--- config.mk ---
export PLATFORM = sky130hd
export DESIGN_NAME = nand_net_test_sequencer_flat
export DESIGN_NICKNAME = d
export VERILOG_FILES = /design/src/rtl/nand_net_test_sequencer_if.sv /design/src/rtl/nand_net_test_sequencer.sv /design/src/flat_wrapper.sv
export SDC_FILE = /design/constraint.sdc
export NUM_CORES = 1
export LEC_CHECK = 0
export ABC_AREA = 0
export CORE_MARGIN = 10
export CORE_UTILIZATION = 46
export DETAILED_ROUTE_END_ITERATION = 6
export PLACE_DENSITY = 0.74
export SLEW_MARGIN = 20
export SYNTH_ARGS = -nofsm -noshare
export SYNTH_HDL_FRONTEND = slang
export SYNTH_SLANG_ARGS = --single-unit
export TNS_END_PERCENT = 100
--- constraint.sdc ---
create_clock -name clk -period 1.6 [get_ports clk]
set_input_delay 0.48 -clock clk [delete_from_list [all_inputs] [get_ports clk]]
set_output_delay 0.48 -clock clk [all_outputs]
set_load 0.1 [all_outputs]
--- src/rtl/nand_net_test_sequencer_if.sv ---
// ---------------------------------------------------------------------------
// nand_net_test_sequencer_if
//   Bundles the run handshake, the stimulus/response wires to the NAND-network
//   circuit under test, and the result bus of the self-test sequencer.
//
//   Signals
//     start      run request (requester -> sequencer)
//     p_in,q_in  circuit outputs p and q (circuit -> sequencer)
//     a, b       stimulus to circuit inputs (sequencer -> circuit)
//     busy       run in progress (DRIVE or DONE)
//     done       one-cycle pulse when results become valid
//     pass       1 when no vector failed
//     err_count  number of failing vectors, 0..4
//     fail_mask  bit i set if vector index i mismatched
//
//   Modports
//     master  requester / circuit side (drives start, p_in, q_in)
//     slave   sequencer side
// ---------------------------------------------------------------------------
interface nand_net_test_sequencer_if;
  logic       start;
  logic       p_in;
  logic       q_in;
  logic       a;
  logic       b;
  logic       busy;
  logic       done;
  logic       pass;
  logic [2:0] err_count;
  logic [3:0] fail_mask;

  modport master (
    output start, p_in, q_in,
    input  a, b, busy, done, pass, err_count, fail_mask
  );

  modport slave (
    input  start, p_in, q_in,
    output a, b, busy, done, pass, err_count, fail_mask
  );
endinterface

--- src/rtl/nand_net_test_sequencer.sv ---
// ---------------------------------------------------------------------------
// nand_net_test_sequencer
//   Self-test controller for the two-input NAND-network circuit. Steps the
//   circuit inputs {a,b} through 00,01,10,11, holds each vector SETTLE+1
//   cycles, samples p/q on the last edge of the vector and compares them
//   against the expected truth tables. Reports pass, err_count and a
//   per-vector fail_mask with a one-cycle done pulse.
//
//   Parameters
//     SETTLE   extra hold cycles per vector before sampling (0..15)
//     EXP_Q    expected q, bit i for vector index i = {a,b}
//     EXP_P    expected p, same ordering
//     CHECK_P  1 = compare p as well as q
//
//   Ports
//     clk    rising-edge clock
//     rst_n  asynchronous active-low reset
//     bus    sequencer side of nand_net_test_sequencer_if
// ---------------------------------------------------------------------------
module nand_net_test_sequencer #(
  parameter int         SETTLE  = 1,
  parameter logic [3:0] EXP_Q   = 4'b0110,
  parameter logic [3:0] EXP_P   = 4'b0000,
  parameter bit         CHECK_P = 1'b0
) (
  input  logic                       clk,
  input  logic                       rst_n,
  nand_net_test_sequencer_if.slave   bus
);

  localparam logic [3:0] SETTLE_C = 4'(SETTLE);

  typedef enum logic [1:0] {
    S_IDLE  = 2'd0,
    S_DRIVE = 2'd1,
    S_DONE  = 2'd2
  } state_t;

  state_t     state_q, state_d;
  logic [1:0] idx_q, idx_d;
  logic [3:0] cnt_q, cnt_d;
  logic [3:0] fail_mask_q, fail_mask_d;
  logic [2:0] err_count_q, err_count_d;
  logic       pass_q, pass_d;
  logic       mismatch;

  logic       a_o, b_o, busy_o, done_o;

  // 4-state inequality so an X/Z on a compared input is flagged as a failure
  // in simulation rather than silently passing.
  always_comb begin
    mismatch = (bus.q_in !== EXP_Q[idx_q]) ||
               (CHECK_P && (bus.p_in !== EXP_P[idx_q]));
  end

  // State register
  always_ff @(posedge clk or negedge rst_n) begin
    if (!rst_n) begin
      state_q     <= S_IDLE;
      idx_q       <= 2'd0;
      cnt_q       <= 4'd0;
      fail_mask_q <= 4'd0;
      err_count_q <= 3'd0;
      pass_q      <= 1'b0;
    end else begin
      state_q     <= state_d;
      idx_q       <= idx_d;
      cnt_q       <= cnt_d;
      fail_mask_q <= fail_mask_d;
      err_count_q <= err_count_d;
      pass_q      <= pass_d;
    end
  end

  // Next-state logic
  always_comb begin
    state_d     = state_q;
    idx_d       = idx_q;
    cnt_d       = cnt_q;
    fail_mask_d = fail_mask_q;
    err_count_d = err_count_q;
    pass_d      = pass_q;

    case (state_q)
      S_IDLE: begin
        if (bus.start) begin
          state_d     = S_DRIVE;
          idx_d       = 2'd0;
          cnt_d       = SETTLE_C;
          fail_mask_d = 4'd0;
          err_count_d = 3'd0;
          pass_d      = 1'b0;
        end
      end

      S_DRIVE: begin
        if (cnt_q != 4'd0) begin
          cnt_d = cnt_q - 4'd1;
        end else begin
          // Sampling edge for this vector: each vector is visited once, so
          // err_count can reach at most 4 and never wraps.
          if (mismatch) begin
            fail_mask_d[idx_q] = 1'b1;
            err_count_d        = err_count_q + 3'd1;
          end
          if (idx_q == 2'd3) begin
            state_d = S_DONE;
            // Uses the count including the last vector's result.
            pass_d  = (err_count_d == 3'd0);
          end else begin
            idx_d = idx_q + 2'd1;
            cnt_d = SETTLE_C;
          end
        end
      end

      S_DONE: begin
        state_d = S_IDLE;
      end

      default: begin
        state_d = S_IDLE;
      end
    endcase
  end

  // Output logic: stimulus is only applied while a vector is being driven,
  // so the circuit sees 00 in IDLE, in DONE and immediately after reset.
  always_comb begin
    a_o    = 1'b0;
    b_o    = 1'b0;
    busy_o = 1'b0;
    done_o = 1'b0;
    case (state_q)
      S_DRIVE: begin
        a_o    = idx_q[1];
        b_o    = idx_q[0];
        busy_o = 1'b1;
      end
      S_DONE: begin
        busy_o = 1'b1;
        done_o = 1'b1;
      end
      default: begin
        busy_o = 1'b0;
      end
    endcase
  end

  assign bus.a         = a_o;
  assign bus.b         = b_o;
  assign bus.busy      = busy_o;
  assign bus.done      = done_o;
  assign bus.pass      = pass_q;
  assign bus.err_count = err_count_q;
  assign bus.fail_mask = fail_mask_q;

endmodule
--- src/flat_wrapper.sv ---
// flat-port wrapper written by rule: the top's interface ports become plain ports
module nand_net_test_sequencer_flat 
#(
  parameter int         SETTLE  = 1,
  parameter logic [3:0] EXP_Q   = 4'b0110,
  parameter logic [3:0] EXP_P   = 4'b0000,
  parameter bit         CHECK_P = 1'b0
)
  (clk, rst_n, bus_start, bus_p_in, bus_q_in, bus_a, bus_b, bus_busy, bus_done, bus_pass, bus_err_count, bus_fail_mask);
  nand_net_test_sequencer_if bus_i ();
  input  logic clk;
  input  logic rst_n;
  input wire logic [$bits(bus_i.start)-1:0] bus_start;
  input wire logic [$bits(bus_i.p_in)-1:0] bus_p_in;
  input wire logic [$bits(bus_i.q_in)-1:0] bus_q_in;
  output wire logic [$bits(bus_i.a)-1:0] bus_a;
  output wire logic [$bits(bus_i.b)-1:0] bus_b;
  output wire logic [$bits(bus_i.busy)-1:0] bus_busy;
  output wire logic [$bits(bus_i.done)-1:0] bus_done;
  output wire logic [$bits(bus_i.pass)-1:0] bus_pass;
  output wire logic [$bits(bus_i.err_count)-1:0] bus_err_count;
  output wire logic [$bits(bus_i.fail_mask)-1:0] bus_fail_mask;
  assign bus_i.start = bus_start;
  assign bus_i.p_in = bus_p_in;
  assign bus_i.q_in = bus_q_in;
  assign bus_a = bus_i.a;
  assign bus_b = bus_i.b;
  assign bus_busy = bus_i.busy;
  assign bus_done = bus_i.done;
  assign bus_pass = bus_i.pass;
  assign bus_err_count = bus_i.err_count;
  assign bus_fail_mask = bus_i.fail_mask;
  nand_net_test_sequencer #(.SETTLE(SETTLE), .EXP_Q(EXP_Q), .EXP_P(EXP_P), .CHECK_P(CHECK_P)) u_core (.clk(clk), .rst_n(rst_n), .bus(bus_i));
endmodule
==> metrics.log, run 1 <==
INFO  metric report.final.hold_viol_count = 0
INFO  metric mappedNetlistNets = about 120
INFO  metric ys_warnings = 0
INFO  metric synthCells = roughly 100
INFO  metric drtPass1Iterations = 4
INFO  metric place_inst = 166
INFO  metric netlist-cell-type-count = 32
INFO  metric fin_worst_setup_slack = -0.361 ns
INFO  metric synth_xor_xnor_area_share = 0.0269
INFO  metric preCtsSetupSlack = -0.411 ns
INFO  metric multi_input_combinational_cell_area = about 800 sq um
INFO  metric rr_worst_depth = 8
INFO  metric postRouteWirelength = about 4.6 mm
INFO  metric route.detailed.vias_per_inst = between 6 and 7
INFO  metric critical-path-max-stage-delay = roughly 0.47 ns
INFO  metric synth_compound_gate_area_share = 0.127
INFO  metric layout.cells.most_common_list = buf_4, dfrtp_1, buf_12, buf_6
INFO  metric timing.final.crit_share = 1.23
INFO  metric timing.critical_path.to_type = flip-flop
INFO  metric antenna_cells_inserted = 0
INFO  metric maxcap_viol_count = 0
INFO  metric worstSetupPathDepth = 8
INFO  metric max-slew-margin-rel = 0.743
INFO  metric detailroute.via_count = 1,082
INFO  metric routed_wire_per_std_cell = roughly 26 um
INFO  metric layout.area.seq = a little over 400 sq um
INFO  metric die-width = around 66 um
INFO  metric global_route_wire_length_before_repair = 5.18 mm
INFO  metric main_combinational_cell_family_by_area_after_synthesis = simple AND/OR/NAND/NOR gates
INFO  metric cts_num_sinks = 16
INFO  metric critical_path_class = flip-flop to flip-flop
INFO  metric insertion_delay = just over 0.3 ns
INFO  metric ctsHtreeMaxLevel = 1
INFO  metric grt_use_total = 0.157
INFO  metric path_cells = inv_2 > ha_4 > buf_4 > mux2i_4 > or4_4 > nor3_2 > a21oi_1 > nor2_1
INFO  metric routabilityCongestion = 0.820
INFO  metric run_status = finished, violations left
INFO  metric final_antenna_net_count = 0
INFO  metric setup_viol = 20
INFO  metric layout.cells.most_common = buf_4
INFO  metric final.fill_count = 72
INFO  metric grt_max_degree = 17
INFO  metric die_area = ~4400 sq um
INFO  metric core_area = ~2000 sq um
INFO  metric synth.ff_latch_count = 16
INFO  metric failed_checks = setup timing
INFO  metric nets = 170
INFO  metric critical_path.max_fanout = 5
INFO  metric period_minus_slack = 1.96 ns
INFO  metric cts_tree = yes
INFO  metric setup_total_negative_slack = -3.71 ns
INFO  metric yosys.area.top_type = dfrtp_1
INFO  metric cp_buf_inv_count = 2
INFO  metric drive_gt1_frac = 0.660
INFO  metric fin_cells = between 150 and 200
INFO  metric critPathTopFamily = simple AND/OR/NAND/NOR gates
INFO  metric remaining_routing_drc_violations = 0
INFO  metric placement_rows = 16
INFO  metric placement.io_buffers = 15
INFO  metric seq_area_frac_synth = 0.409
INFO  metric syn2layout_area_growth = 89.5%
INFO  metric design.portCount = 17
INFO  metric synth_simple_gate_area_share = 0.212
INFO  metric clock_skew = 0.00675 ns
INFO  metric hpwlAfterDp = about 2 mm
INFO  metric antenna_found_initial = 0
INFO  metric initial_utilization = 0.489
INFO  metric cts_buffers = 3
INFO  metric synth_area = 978 sq um
INFO  metric critical_path_required = between 1.5 and 2 ns
INFO  metric die_outline_height = approximately 66 um
INFO  metric drtIter0Drc = 46
INFO  metric crit_arrival = between 2 and 2.5 ns
INFO  metric clock_tree.buffer_depth = 2
INFO  metric worst_setup_path_start_kind = flip-flop
INFO  metric hold_buffers = 0
INFO  metric muxShareOfSynthArea = 0.0486
INFO  metric critical-path-slowest-cell = or4_4
INFO  metric path_clk_slew = 0.11 ns
INFO  metric maxSlewViolCount = 0
INFO  metric synth.top_cell.area_share = 0.409
INFO  metric gr-total-overflow = 0
INFO  metric min-delay-path-class = input pin to asynchronous set/reset pin
INFO  metric post_synth_main_area_contributors = dfrtp_1, ha_1, nand2_1, a21oi_1, nor2_1
INFO  metric worst_pin_slew = 0.385 ns
INFO  metric synth_area_per_inst = approximately 9.7 sq um
INFO  metric cts.root.buffer_cell = clkbuf_4
INFO  metric synth_fa_ha_area_frac = 0.141
INFO  metric first_global_vias = between 1,000 and 1,500
INFO  metric maxClockFrequency = just over 500 MHz
INFO  metric rsz_0062_raised_after_global_routing = true
Yosys cell counts (all sizes together):
| cell | count |
|---|---|
| o21ai | 5 |
| inv | 8 |
| mux2 | 3 |
| nor2 | 9 |
| and2 | 3 |
| or3b | 1 |
| a21oi | 9 |
| nand3 | 4 |
| dfrtp | 16 |
| nor3 | 2 |
| or3 | 1 |
| o21a | 1 |
| xor2 | 1 |
| mux2i | 1 |
| xnor2 | 2 |
| o22ai | 1 |
| buf | 1 |
| nand2 | 12 |
| a22o | 1 |
| and3 | 1 |
| or2b | 1 |
| or4 | 1 |
| nand3b | 1 |
| o31ai | 1 |
| a41oi | 1 |
| nor2b | 2 |
| ha | 11 |
| nor3b | 1 |
cell families (layout without fill, tap and decap cells):
| logic type | count (synthesis) | in the layout |
|---|---|---|
| AND/OR/NAND/NOR | 39 | 39 |
| AO/OA/AOI/OAI | 19 | 19 |
| flip-flops | 16 | 16 |
| adder cells (fa/ha/maj) | 11 | 11 |
| buffers and inverters | 9 | 61 |
| multiplexers | 4 | 4 |
| XOR/XNOR | 3 | 3 |
worst paths after layout:
path | end | start | slack [ns]
worst min-delay path | u_core.bus.fail_mask[1] | rst_n | 0.52
worst min register to register | u_core.bus.fail_mask[1] | u_core.bus.fail_mask[1] | 0.59
worst max-delay path | u_core.cnt_q[3] | u_core.state_q[1] | -0.36
max in group asynchronous | u_core.state_q[0] | rst_n | 0.87
worst max register to register | u_core.cnt_q[3] | u_core.state_q[1] | -0.36
min in group clk | u_core.bus.fail_mask[1] | u_core.bus.fail_mask[1] | 0.59
registers in the layout (all words and copies together), names as in the netlist:
signal and cells:
u_core.idx_q 2, u_core.bus.pass 1, u_core.state_q 2, u_core.bus.fail_mask 4, u_core.bus.err_count 3, u_core.cnt_q 4
area by class of cell:
type,count,share of cell area
clock buffer,4,0.0196
multi-input combinational,76,0.430
inverter,8,0.0162
timing repair buffer,49,0.298
tap,27,0.0182
sequential,16,0.218
worst reg2reg max path: cells and delay by family (launching register included):
kind / cells / cell delay [ns]
muxes: 1 / 0.09
DFF: 1 / 0.43
AOI/OAI and AO/OA: 1 / 0.11
adders and majority gates: 1 / 0.18
buffers and inverters: 2 / 0.29
and+or+nand+nor: 3 / 0.80
timing repair:
item / in CTS / in global routing
resized for setup: 31 / 33
endpoints found under the setup margin: 18 / 20
pin swaps: 12 / 15
setup buffers: 6 / 5
metrics by stage:
step                instance area, sq um  hold WS (ns)  utilization
floorplan                            991         0.184            -
global placement                    1470         0.536        0.734
detailed placement                  1470         0.542        0.734
CTS                                 1650         0.510        0.823
global route                        1850         0.504        0.926
finish                              1850         0.516        0.926
routing by layer:
metal	up-vias	track usage	part of all wire
met1	529	0.158	0.33
met2	68	0.269	0.52
met3	40	0.0525	0.060
li1	445	-	-
met5	-	0	0
met4	0	0.105	0.091
Power of run 1 is not shown: default switching activity piles up to over one toggle a cycle in this logic, so the estimate is an artifact.
==> run 2: changes to the inputs <==
--- a/config.mk
+++ b/config.mk
@@ -9,7 +9,7 @@
 export CORE_MARGIN = 10
 export CORE_UTILIZATION = 46
 export DETAILED_ROUTE_END_ITERATION = 6
-export PLACE_DENSITY = 0.74
+export PLACE_DENSITY = 0.83
 export SLEW_MARGIN = 20
 export SYNTH_ARGS = -nofsm -noshare
 export SYNTH_HDL_FRONTEND = slang
==> run 2 against run 1 <==
  * The run still ends with setup timing left
  * Largest cell class unchanged
  * Cell count up 2.8%
  * Critical endpoint is now u_core.bus.err_count[0]
  * Count of clock-buffer cells in the layout unchanged
  * Hold slack worse by 0.031 ns
==> metrics.log, run 2 (same netlist as run 1, synthesis figures left out) <==
INFO  metric cts_buffers = 3 (unchanged)
INFO  metric critical_path.reg2reg.endpoint = u_core.bus.err_count[0]
INFO  metric period_minus_slack = 1.86 ns (-0.104 ns)
INFO  metric grt_max_degree = 17 (unchanged)
INFO  metric rsz_0062_raised_after_global_routing = true
INFO  metric drtIter0Drc = 69 (+50%)
INFO  metric cts.root.buffer_cell = clkbuf_4
INFO  metric ctsHtreeMaxLevel = 1 (unchanged)
INFO  metric rr_worst_depth = 6 (-2)
INFO  metric crit-reg2reg-launch = u_core.cnt_q[0]
INFO  metric finish.utilization = 0.915 (-0.0112)
INFO  metric global_route_wire_length_before_repair = 5.38 mm (+3.7%)
INFO  metric maxcap_viol_count = 0 (unchanged)
INFO  metric nets = 175 (+2.9%)
INFO  metric routabilityCongestion = 0.850 (+3.6%)
INFO  metric initial_utilization = 0.489 (unchanged)
INFO  metric antenna_found_initial = 0 (unchanged)
INFO  metric timing.critical_path.to_type = flip-flop
INFO  metric final_antenna_net_count = 0 (unchanged)
INFO  metric maxSlewViolCount = 0 (unchanged)
INFO  metric critical_path_class = flip-flop to flip-flop
INFO  metric cts_tree = yes
INFO  metric setup_viol = 19 (-5.0%)
INFO  metric min-delay-path-class = input pin to asynchronous set/reset pin
INFO  metric layout.cells.most_common = buf_4
INFO  metric insertion_delay = 0.30 ns (about the same)
INFO  metric routed_wire_per_std_cell = 22.5 um (-12%)
INFO  metric die_area = 4370 sq um (unchanged)
INFO  metric clock_skew = 0.00322 ns (-0.00353 ns)
INFO  metric worst_pin_slew = 0.359 ns (-0.0260 ns)
INFO  metric grt_use_total = 0.159 (+0.00201)
INFO  metric worst_setup_path_start_kind = flip-flop
INFO  metric gr-total-overflow = 0 (unchanged)
INFO  metric drive_gt1_frac = 0.646 (-0.0146)
INFO  metric placement.io_buffers = 15 (unchanged)
INFO  metric layout.cells.most_common_list = buf_4, dfrtp_1, buf_12, nand2_1, nor2_1
INFO  metric antenna_cells_inserted = 0 (unchanged)
INFO  metric detailroute.via_count = 1,068 (-1.3%)
INFO  metric maxClockFrequency = 538 MHz (+5.6%)
INFO  metric first_global_vias = 1,104 (+4.3%)
INFO  metric placement_rows = 16 (unchanged)
INFO  metric max-slew-margin-rel = 0.756 (+0.0135)
INFO  metric ff2ff_setup_slack = -0.26 ns (+0.10 ns)
INFO  metric design.portCount = 17 (unchanged)
INFO  metric failed_checks = setup timing
INFO  metric clock_tree.buffer_depth = 2 (unchanged)
INFO  metric timing.final.crit_share = 1.16 (-0.0649)
INFO  metric critical_path.max_fanout = 6 (+1)
INFO  metric die-width = 66.1 um (unchanged)
INFO  metric core_area = 2000 sq um (unchanged)
INFO  metric run_status = finished, violations left
INFO  metric route.detailed.vias_per_inst = 5.77 (-4.0%)
INFO  metric critical_path_required = 1.79 ns (-0.06 ns)
INFO  metric remaining_routing_drc_violations = 0 (unchanged)
INFO  metric die_outline_height = 66.1 um (unchanged)
INFO  metric drtPass1Iterations = 4 (unchanged)
INFO  metric cts_num_sinks = 16 (unchanged)
INFO  metric path_clk_slew = 0.11 ns (about the same)
INFO  metric postRouteWirelength = 4.16 mm (-9.9%)
INFO  metric crit_arrival = 2.05 ns (-0.16 ns)
INFO  metric hpwlAfterDp = 2.08 mm (+4.3%)
INFO  metric report.final.hold_viol_count = 0 (unchanged)
INFO  metric syn2layout_area_growth = 87.2%
INFO  metric fin_worst_setup_slack = -0.257 ns (+0.104 ns)
## run 2: cell types whose count changed in the layout (fill, tap and decap cells not counted), moves of 2 or more
cell	delta
nand2_2	+3
nand2_4	-5
buf_4	+8
nand2_1	+2
buf_6	-3
o21ai_1	+4
o21ai_2	-3
## run 2: worst max path at each step
stage,to,slack [ns],start
floorplan,bus_busy,-0.14,u_core.state_q[0]
global route,u_core.cnt_q[2],-0.29,u_core.state_q[1]
global placement,u_core.bus.err_count[0],-0.33,bus_start
detailed placement,u_core.bus.err_count[0],-0.39,bus_start
finish,u_core.bus.err_count[0],-0.26,u_core.cnt_q[0]
CTS,bus_busy,-0.16,u_core.state_q[0]
## run 2: stage by stage
| stage | std cells | instance area, sq um | hold slack [ns] | TNS, ns | setup slack [ns] |
|---|---|---|---|---|---|
| finish | 185 | 1830 | 0.485 | -3.71 | -0.257 |
| global route | 185 | 1830 | 0.489 | -4.29 | -0.290 |
| CTS | 180 | 1720 | 0.499 | -1.85 | -0.161 |
| detailed placement | 171 | 1510 | 0.555 | -4.45 | -0.385 |
| global placement | 171 | 1510 | 0.538 | -3.57 | -0.333 |
| floorplan | 101 | 991 | 0.184 | -1.26 | -0.144 |
## run 2: timing repair
action | in CTS | in global routing
setup endpoints to repair | 19 | 20
setup buffers | 5 | 7
pin swaps | 15 | 9
hold buffers | 0 | 0
resized for setup | 36 | 16
## run 2: routing by layer
metal  vias up  track usage  part of all wire
met1       536        0.163              0.37
met5         -            0                 0
met4         0       0.0864             0.051
li1        454            -                 -
met2        57        0.278              0.51
met3        21       0.0525             0.069
## run 2: critical path, cell delays in order, from the launching register on
cell	delay (ns)
dfrtp_1	0.42
inv_2	0.09
ha_4	0.13
or3b_4	0.41
a21oi_4	0.28
nand2_2	0.12
mux2_4	0.28
## run 2: cell type report
class	count	area, sq um
well taps	27	33.8
clock buffers	4	36.3
repair buffers	54	578
multi-input cells	76	751
flip-flops and latches	16	403
fillers	79	170
inverters	8	30.0
Power of run 2 is left out for the same reason.
==> run 3: changes to the inputs <==
--- a/config.mk
+++ b/config.mk
@@ -9,7 +9,7 @@
 export CORE_MARGIN = 10
 export CORE_UTILIZATION = 46
 export DETAILED_ROUTE_END_ITERATION = 6
-export PLACE_DENSITY = 0.83
+export PLACE_DENSITY = 0.75
 export SLEW_MARGIN = 20
 export SYNTH_ARGS = -nofsm -noshare
 export SYNTH_HDL_FRONTEND = slang
==> run 3 against run 2 <==
  * The run still ends with setup timing left
  * Critical path depth is 1 higher
  * Largest cell class unchanged
  * Core utilization fell by 5.2 points
  * Flip-flop and latch count stayed put
  * Via count fell by 8.2%
  * Clock skew increased by 0.00075 ns
  * Highest routed layer unchanged
  * Sequential share of layout area is 1.4 points higher
  * Maximum frequency is 2.7% higher
  * Non-clock buffer count decreased by 5
  * First-iteration DRC count decreased by 35%
  * Die area did not move
  * Routed wire length decreased by 17%
  * Hold slack gained 0.0039 ns
==> metrics.log, run 3 (same netlist as run 1, synthesis figures left out) <==
INFO  metric final.fill_count = 97 (+23%)
INFO  metric postRouteWirelength = 3.44 mm (-17%)
INFO  metric worst_setup_path_start_kind = flip-flop
INFO  metric route.detailed.vias_per_inst = 5.44 (-5.7%)
INFO  metric fin_cells = 180 (-2.7%)
INFO  metric drtPass1Iterations = 6 (+2)
INFO  metric critical_path_class = flip-flop to flip-flop
INFO  metric detailroute.via_count = 980 (-8.2%)
INFO  metric placement.io_buffers = 15 (unchanged)
INFO  metric cts_tree = yes
INFO  metric ctsHtreeMaxLevel = 1 (unchanged)
INFO  metric period_minus_slack = 1.81 ns (-0.0482 ns)
INFO  metric layout.cells.most_common = buf_4
INFO  metric routabilityCongestion = 0.850 (about the same)
INFO  metric die_outline_height = 66.1 um (unchanged)
INFO  metric insertion_delay = 0.31 ns (about the same)
INFO  metric core_area = 2000 sq um (unchanged)
INFO  metric timing.critical_path.to_type = flip-flop
INFO  metric layout.area.seq = 404 sq um (+0.31%)
INFO  metric final_antenna_net_count = 0 (unchanged)
INFO  metric routed_wire_per_std_cell = 19.1 um (-15%)
INFO  metric rr_worst_depth = 7 (+1)
INFO  metric critical_path_required = 1.84 ns (+0.05 ns)
INFO  metric worst_pin_slew = 0.406 ns (+0.0473 ns)
INFO  metric antenna_cells_inserted = 0 (unchanged)
INFO  metric global_route_wire_length_before_repair = 5.06 mm (-5.9%)
INFO  metric placed_area = 1460 sq um (-3.0%)
INFO  metric critical_path.max_fanout = 6 (unchanged)
INFO  metric design.portCount = 17 (unchanged)
INFO  metric rsz_0062_raised_after_global_routing = true
INFO  metric clock_tree.buffer_depth = 2 (unchanged)
INFO  metric failed_checks = setup timing
INFO  metric setup_viol = 18 (-1)
INFO  metric die-width = 66.1 um (unchanged)
INFO  metric clock_skew = 0.00397 ns (+0.000751 ns)
INFO  metric multi_input_combinational_cell_area = 686 sq um (-8.7%)
INFO  metric place_inst = 165 (-3.5%)
INFO  metric crit_arrival = 2.05 ns (about the same)
INFO  metric hold_buffers = 0 (unchanged)
INFO  metric max-slew-margin-rel = 0.728 (-0.0278)
INFO  metric maxClockFrequency = 553 MHz (+2.7%)
INFO  metric nets = 170 (-2.9%)
INFO  metric path_clk_slew = 0.10 ns (about the same)
INFO  metric grt_max_degree = 17 (unchanged)
INFO  metric antenna_found_initial = 0 (unchanged)
INFO  metric fin_worst_setup_slack = -0.209 ns (+0.0482 ns)
INFO  metric gr-total-overflow = 0 (unchanged)
INFO  metric remaining_routing_drc_violations = 0 (unchanged)
INFO  metric placement_rows = 16 (unchanged)
INFO  metric critical_path.reg2reg.endpoint = u_core.bus.fail_mask[3]
INFO  metric ff2ff_setup_slack = -0.21 ns (+0.05 ns)
INFO  metric run_status = finished, violations left
INFO  metric min-delay-path-class = input pin to asynchronous set/reset pin
INFO  metric crit-reg2reg-launch = u_core.cnt_q[1]
INFO  metric stdcell_area = 1730 sq um (-5.7%)
INFO  metric drive_gt1_frac = 0.595 (-0.0508)
INFO  metric hpwlAfterDp = 1.96 mm (-5.9%)
INFO  metric cts_num_sinks = 16 (unchanged)
INFO  metric cts_buffers = 3 (unchanged)
INFO  metric maxcap_viol_count = 0 (unchanged)
INFO  metric initial_utilization = 0.489 (unchanged)
INFO  metric grt_use_total = 0.150 (-0.00922)
INFO  metric die_area = 4370 sq um (unchanged)
INFO  metric drtIter0Drc = 45 (-35%)
INFO  metric first_global_vias = 1,104 (unchanged)
INFO  metric timing.final.crit_share = 1.13 (-0.0301)
INFO  metric cts.root.buffer_cell = clkbuf_4
INFO  metric syn2layout_area_growth = 76.5%
INFO  metric report.final.hold_viol_count = 0 (unchanged)
INFO  metric finish.utilization = 0.863 (-0.0525)
INFO  metric maxSlewViolCount = 0 (unchanged)
INFO  metric layout.cells.most_common_list = buf_4, dfrtp_1, buf_12
run 3: cell types whose count changed in the layout (fill, tap and decap cells not counted), sizes merged:
cell | before | now
buf | 51 | 46
run 3: per-layer routing:
metal / share of wire / vias to the layer above / wire length [um] / global-route usage
met5: 0 / - / 0 / 0
met1: 0.38 / 475 / 1300 / 0.143
met2: 0.52 / 46 / 1810 / 0.267
met4: 0.040 / 0 / 137 / 0.0942
met3: 0.060 / 13 / 206 / 0.0525
li1: - / 446 / - / -
run 3: worst max path at each step:
stage                           start                 endpoint  slack (ns)  cells after the start
detailed placement          bus_start          u_core.cnt_q[2]       -0.39                      6
floorplan           u_core.state_q[0]                 bus_busy       -0.14                      2
CTS                 u_core.state_q[1]                    bus_a       -0.19                      4
finish                u_core.cnt_q[1]  u_core.bus.fail_mask[3]       -0.21                      7
global placement            bus_start          u_core.cnt_q[2]       -0.34                      6
global route          u_core.cnt_q[1]  u_core.bus.fail_mask[3]       -0.30                      7
run 3: timing repair:
action,CTS,global route
cloned,0,0
pin swaps,11,5
buffers inserted,9,4
setup endpoints to repair,18,19
resized for setup,27,12
run 3: layout make-up:
cell class	instances	share of cell area
repair buffers	49	0.311
clock buffers	4	0.0210
well taps	27	0.0196
inverters	8	0.0174
multi-input cells	76	0.397
flip-flops and latches	16	0.234
run 3: metrics by stage:
stage / hold slack (ns) / TNS [ns] / setup WS (ns)
floorplan: 0.184 / -1.26 / -0.144
detailed placement: 0.550 / -3.84 / -0.386
CTS: 0.492 / -1.74 / -0.189
global placement: 0.537 / -3.32 / -0.344
finish: 0.489 / -2.60 / -0.209
global route: 0.506 / -3.60 / -0.301
run 3: critical path, stage by stage, from the launching register on:
cell and delay, ns:
dfrtp_1 0.40, inv_2 0.08, ha_4 0.13, or3b_4 0.42, a21oi_4 0.29, and2_4 0.24
a21oi_2 0.06, nor2_1 0.11
Power of run 3 is left out for the same reason.
==> RTL edit 1: new RTL, settings of run 3 <==
`CHECK_P` is set to 1'b0 in 2 places; all go to 1'b1.
--- a/src/rtl/nand_net_test_sequencer.sv
+++ b/src/rtl/nand_net_test_sequencer.sv
@@ -23,3 +23,3 @@
   parameter logic [3:0] EXP_P   = 4'b0000,
-  parameter bit         CHECK_P = 1'b0
+  parameter bit         CHECK_P = 1'b1
 ) (
--- a/src/flat_wrapper.sv
+++ b/src/flat_wrapper.sv
@@ -6,3 +6,3 @@
   parameter logic [3:0] EXP_P   = 4'b0000,
-  parameter bit         CHECK_P = 1'b0
+  parameter bit         CHECK_P = 1'b1
 )
Function: changed (Yosys sat finds a counterexample within 4 cycles, from zero or initial values and one cycle with rst_n low).
==> RTL edit 1 against run 3 <==
  * The run still ends with negative setup slack left
  * Core utilization shrank 5.6 points
  * Wire length shrank 9.8%
  * Worst setup slack gained 25 ps
  * Area after synthesis grew 3.5%
  * Cell area shrank 5.5%
  * Sequential cell count is the same
  * Non-clock buffer count shrank 9
  * Count of clock-buffer cells in the layout is the same
  * Cell count shrank 2.2%
  * Critical path type is now flip-flop to output port
==> RTL edit 1: results (changes against run 3) <==
routing:
  viasPerCell: 5.67  # was 5.44
  drtPass1Iterations: 5  # was 6
  drt_iter0_drc: 33  # was 45
  wl_met2_um: 1640  # was 1810 µm
  wl_per_cell_um: 17.7  # was 19.1 µm
  routed_wl_um: 3110  # was 3440 µm
  met3_length_um: 227  # was 206 µm
worst_setup_path:
  cp_max_fo: 11  # was 6
  r2r-start: "u_core.state_q[0]$_DFFE_PN0P_"  # was u_core.cnt_q[1]$_DFFE_PN0P_
  r2r_slack_ps: -160  # was -210 ps
  rr_endpoint: "u_core.bus.err_count[2]$_DFFE_PN0P_"  # was u_core.bus.fail_mask[3]$_DFFE_PN0P_
  crit_slowest_cell: "dfrtp_1"  # was or3b_4
  cp.arrival_ps: 1300  # was 2050 ps
  cp-startpoint: "u_core.state_q[1]$_DFFE_PN0P_"  # was u_core.cnt_q[1]$_DFFE_PN0P_
logic_synthesis:
  netlist_top_cells_area: "dfrtp_1, ha_1, a21oi_1"  # was dfrtp_1, ha_1, nand2_1
  synth-seq-area-share_pct: 39.6  # was 40.9%
  syn_inst: 107  # was 101
  syn_nets: 122  # was 117
  synth_compound_area_share_pct: 19.3  # was 12.7%
placement:
  gp_routability_congestion: 0.802  # was 0.850
  port_buffers: 16  # was 15
  place_ws_ps: -313  # was -386 ps
  place_area_um2: 1500  # was 1460 µm²
global_route:
  grt_usage_pct: 14.9  # was 15.0%
  grt_util_met2_pct: 26.9  # was 26.7%
  grt_pass1_vias: 1081  # was 1104
  grt_first_pass_wirelength_um: 5110  # was 5060 µm
  grtUsageMet3_pct: 4.18  # was 5.25%
  groute.layer.met1.usage_pct: 15.5  # was 14.3%
sta:
  whs_ps: 483  # was 489 ps
  final.setup.tns_ps: -1490  # was -2600 ps
  clock_skew_ps: 12.2  # was 3.97 ps
  slew_headroom_pct: 79.4  # was 72.8%
  setup_ws_ps: -184  # was -209 ps
  finalSetupViolCount: 13  # was 18
outcome:
  outcome: "complete, but fails checks"  # unchanged
  violations: "negative setup slack"  # unchanged
clocking:
  cts_resized: 11  # was 27
## RTL edit 1: power breakdown
part / internal, mW / switching, mW / total [mW] / leakage, nW
clock network: 0.0975 / 0.147 / 0.245 / 0.0150
logic: 1.14 / 1.62 / 2.76 / 0.495
registers: 0.550 / 0.183 / 0.733 / 0.204
## RTL edit 1: worst max-delay path, delay by kind of cell (launching register included)
family	cells	cell delay, ps
adders and majority gates	1	160
and+or+nand+nor	1	100
DFF	1	400
buffers and inverters	3	340
## RTL edit 1: layout make-up
type                    count  area, µm²
repair buffers             40        460
flip-flops and latches     16        407
clock buffers               4       26.3
fillers                   121        390
well taps                  27       33.8
inverters                  10       42.5
multi-input cells          79        662
## RTL edit 1: cells by family (layout without fill, tap and decap cells)
family | count (synthesis) | count (layout)
AND/OR/NAND/NOR | 32 | 32
multiplexers | 3 | 3
adder cells (fa/ha/maj) | 10 | 10
flip-flops | 16 | 16
AO/OA/AOI/OAI | 31 | 31
buffers and inverters | 12 | 54
XOR/XNOR | 3 | 3
==> RTL edit 2: new RTL, settings of run 3 <==
Without the edit above. `EXP_Q` is set to 4'b0110 in 2 places; all go to 4'b0100.
--- a/src/rtl/nand_net_test_sequencer.sv
+++ b/src/rtl/nand_net_test_sequencer.sv
@@ -21,3 +21,3 @@
   parameter int         SETTLE  = 1,
-  parameter logic [3:0] EXP_Q   = 4'b0110,
+  parameter logic [3:0] EXP_Q   = 4'b0100,
   parameter logic [3:0] EXP_P   = 4'b0000,
--- a/src/flat_wrapper.sv
+++ b/src/flat_wrapper.sv
@@ -4,3 +4,3 @@
   parameter int         SETTLE  = 1,
-  parameter logic [3:0] EXP_Q   = 4'b0110,
+  parameter logic [3:0] EXP_Q   = 4'b0100,
   parameter logic [3:0] EXP_P   = 4'b0000,
Check against the original RTL: not equivalent (a bounded check fails within 10 cycles, from zero or initial values and one cycle with rst_n low).
==> RTL edit 2 against run 3 <==
  * The run still ends with negative setup slack left
  * Worst setup slack gained 37 ps
  * Wire length grew 5.3%
  * Cell area grew 12%
  * Synthesized cell count grew 12%
  * Clock skew grew 2.8 ps
  * Sequential cell count is the same
  * Area after synthesis grew 13%
==> RTL edit 2: results (changes against run 3) <==
sta:
  slew_headroom_pct: 77.6  # was 72.8%
  finalSetupViolCount: 15  # was 18
  final.setup.tns_ps: -1170  # was -2600 ps
  clock_skew_ps: 6.75  # was 3.97 ps
  setup_ws_ps: -172  # was -209 ps
worst_setup_path:
  cp.arrival_ps: 1290  # was 2050 ps
  cp_max_fo: 4  # was 6
  crit_slowest_cell: "dfrtp_1"  # was or3b_4
outcome:
  outcome: "complete, but fails checks"  # unchanged
  violations: "negative setup slack"  # unchanged
placement:
  place_area_um2: 1580  # was 1460 µm²
  gp_routability_congestion: 0.782  # was 0.850
logic_synthesis:
  syn_nets: 129  # was 117
  synth-seq-area-share_pct: 36.2  # was 40.9%
  netlist_top_cells_area: "dfrtp_1, ha_1, nor2_1"  # was dfrtp_1, ha_1, nand2_1
  yosysUniqueCellTypes: 39  # was 32
  synthArstFlopShare_pct: 100  # unchanged
  synthTopCellsByCount: "dfrtp_1, ha_1, nor2_1"  # was dfrtp_1, nand2_1, ha_1
routing:
  wl_per_cell_um: 18.6  # was 19.1 µm
  viasPerCell: 5.68  # was 5.44
  drt_iter0_drc: 89  # was 45
global_route:
  grt_pass1_vias: 1072  # was 1104
  grt_first_pass_wirelength_um: 5260  # was 5060 µm
cells_and_area:
  drive_gt1_share_pct: 57.5  # was 59.5%
  nets: 184  # was 170
## RTL edit 2: final timing paths
check | startpoint | endpoint | slack (ps) | cells after the start
max in group asynchronous | rst_n | u_core.state_q[0]$_DFFE_PN0P_ | 900 | 2
max | u_core.state_q[1]$_DFFE_PN0P_ | bus_a | -170 | 4
min reg2reg | u_core.bus.fail_mask[1]$_DFFE_PN0P_ | u_core.bus.fail_mask[1]$_DFFE_PN0P_ | 570 | 2
min in group clk | u_core.bus.fail_mask[1]$_DFFE_PN0P_ | u_core.bus.fail_mask[1]$_DFFE_PN0P_ | 570 | 2
min | rst_n | u_core.bus.err_count[0]$_DFFE_PN0P_ | 500 | 2
max reg2reg | u_core.state_q[1]$_DFFE_PN0P_ | u_core.bus.pass$_DFFE_PN0P_ | -150 | 7
## RTL edit 2: report_power, final
group          total, mW  internal (mW)  leakage [nW]  switching, mW
Clock              0.279          0.139        0.0210          0.140
Combinational       2.92           1.33         0.613           1.59
Sequential         0.756          0.546         0.210          0.210
Total               3.95           2.01         0.843           1.94
## RTL edit 2: repair_timing
action                     CTS  global route
pin swaps                    6             9
gates cloned                 0             0
gates resized for setup     18            19
setup endpoints to repair   12            18
hold buffers                 0             0
setup buffers                9            11
## RTL edit 2: cells by family after synthesis
kind of cell	synth area share, %
adders and majority gates	12.4
buffers and inverters	5.88
and+or+nand+nor	26.2
AOI/OAI and AO/OA	13.2
muxes	2.94
DFF	36.2
xor gates and xnor gates	3.05
## RTL edit 2: area by class of cell
| cell class | instances | area, µm² |
|---|---|---|
| multi-input cells | 84 | 828 |
| repair buffers | 54 | 583 |
| flip-flops and latches | 16 | 409 |
| fillers | 107 | 329 |
| clock buffers | 4 | 36.3 |
| well taps | 28 | 35.0 |
| inverters | 9 | 33.8 |
## RTL edit 2: critical path: cells and delay by family (launching register included)
family	cells	cell delay [ps]
AND/OR/NAND/NOR	1	160
buffers and inverters	2	270
adder cells (fa/ha/maj)	1	160
flip-flops	1	410
## RTL edit 2: metal layers
metal  wire length (µm)  global-route usage, %
met1               1510                   14.2
met5                  0                      0
met3                254                   4.42
met4                 89                   5.54
met2               1780                   22.3
## RTL edit 2: through the flow
step,power [mW],cells
floorplan,2.20,113
global placement,2.90,171
detailed placement,2.97,171
CTS,3.53,184
global route,4.14,195
finish,3.95,195
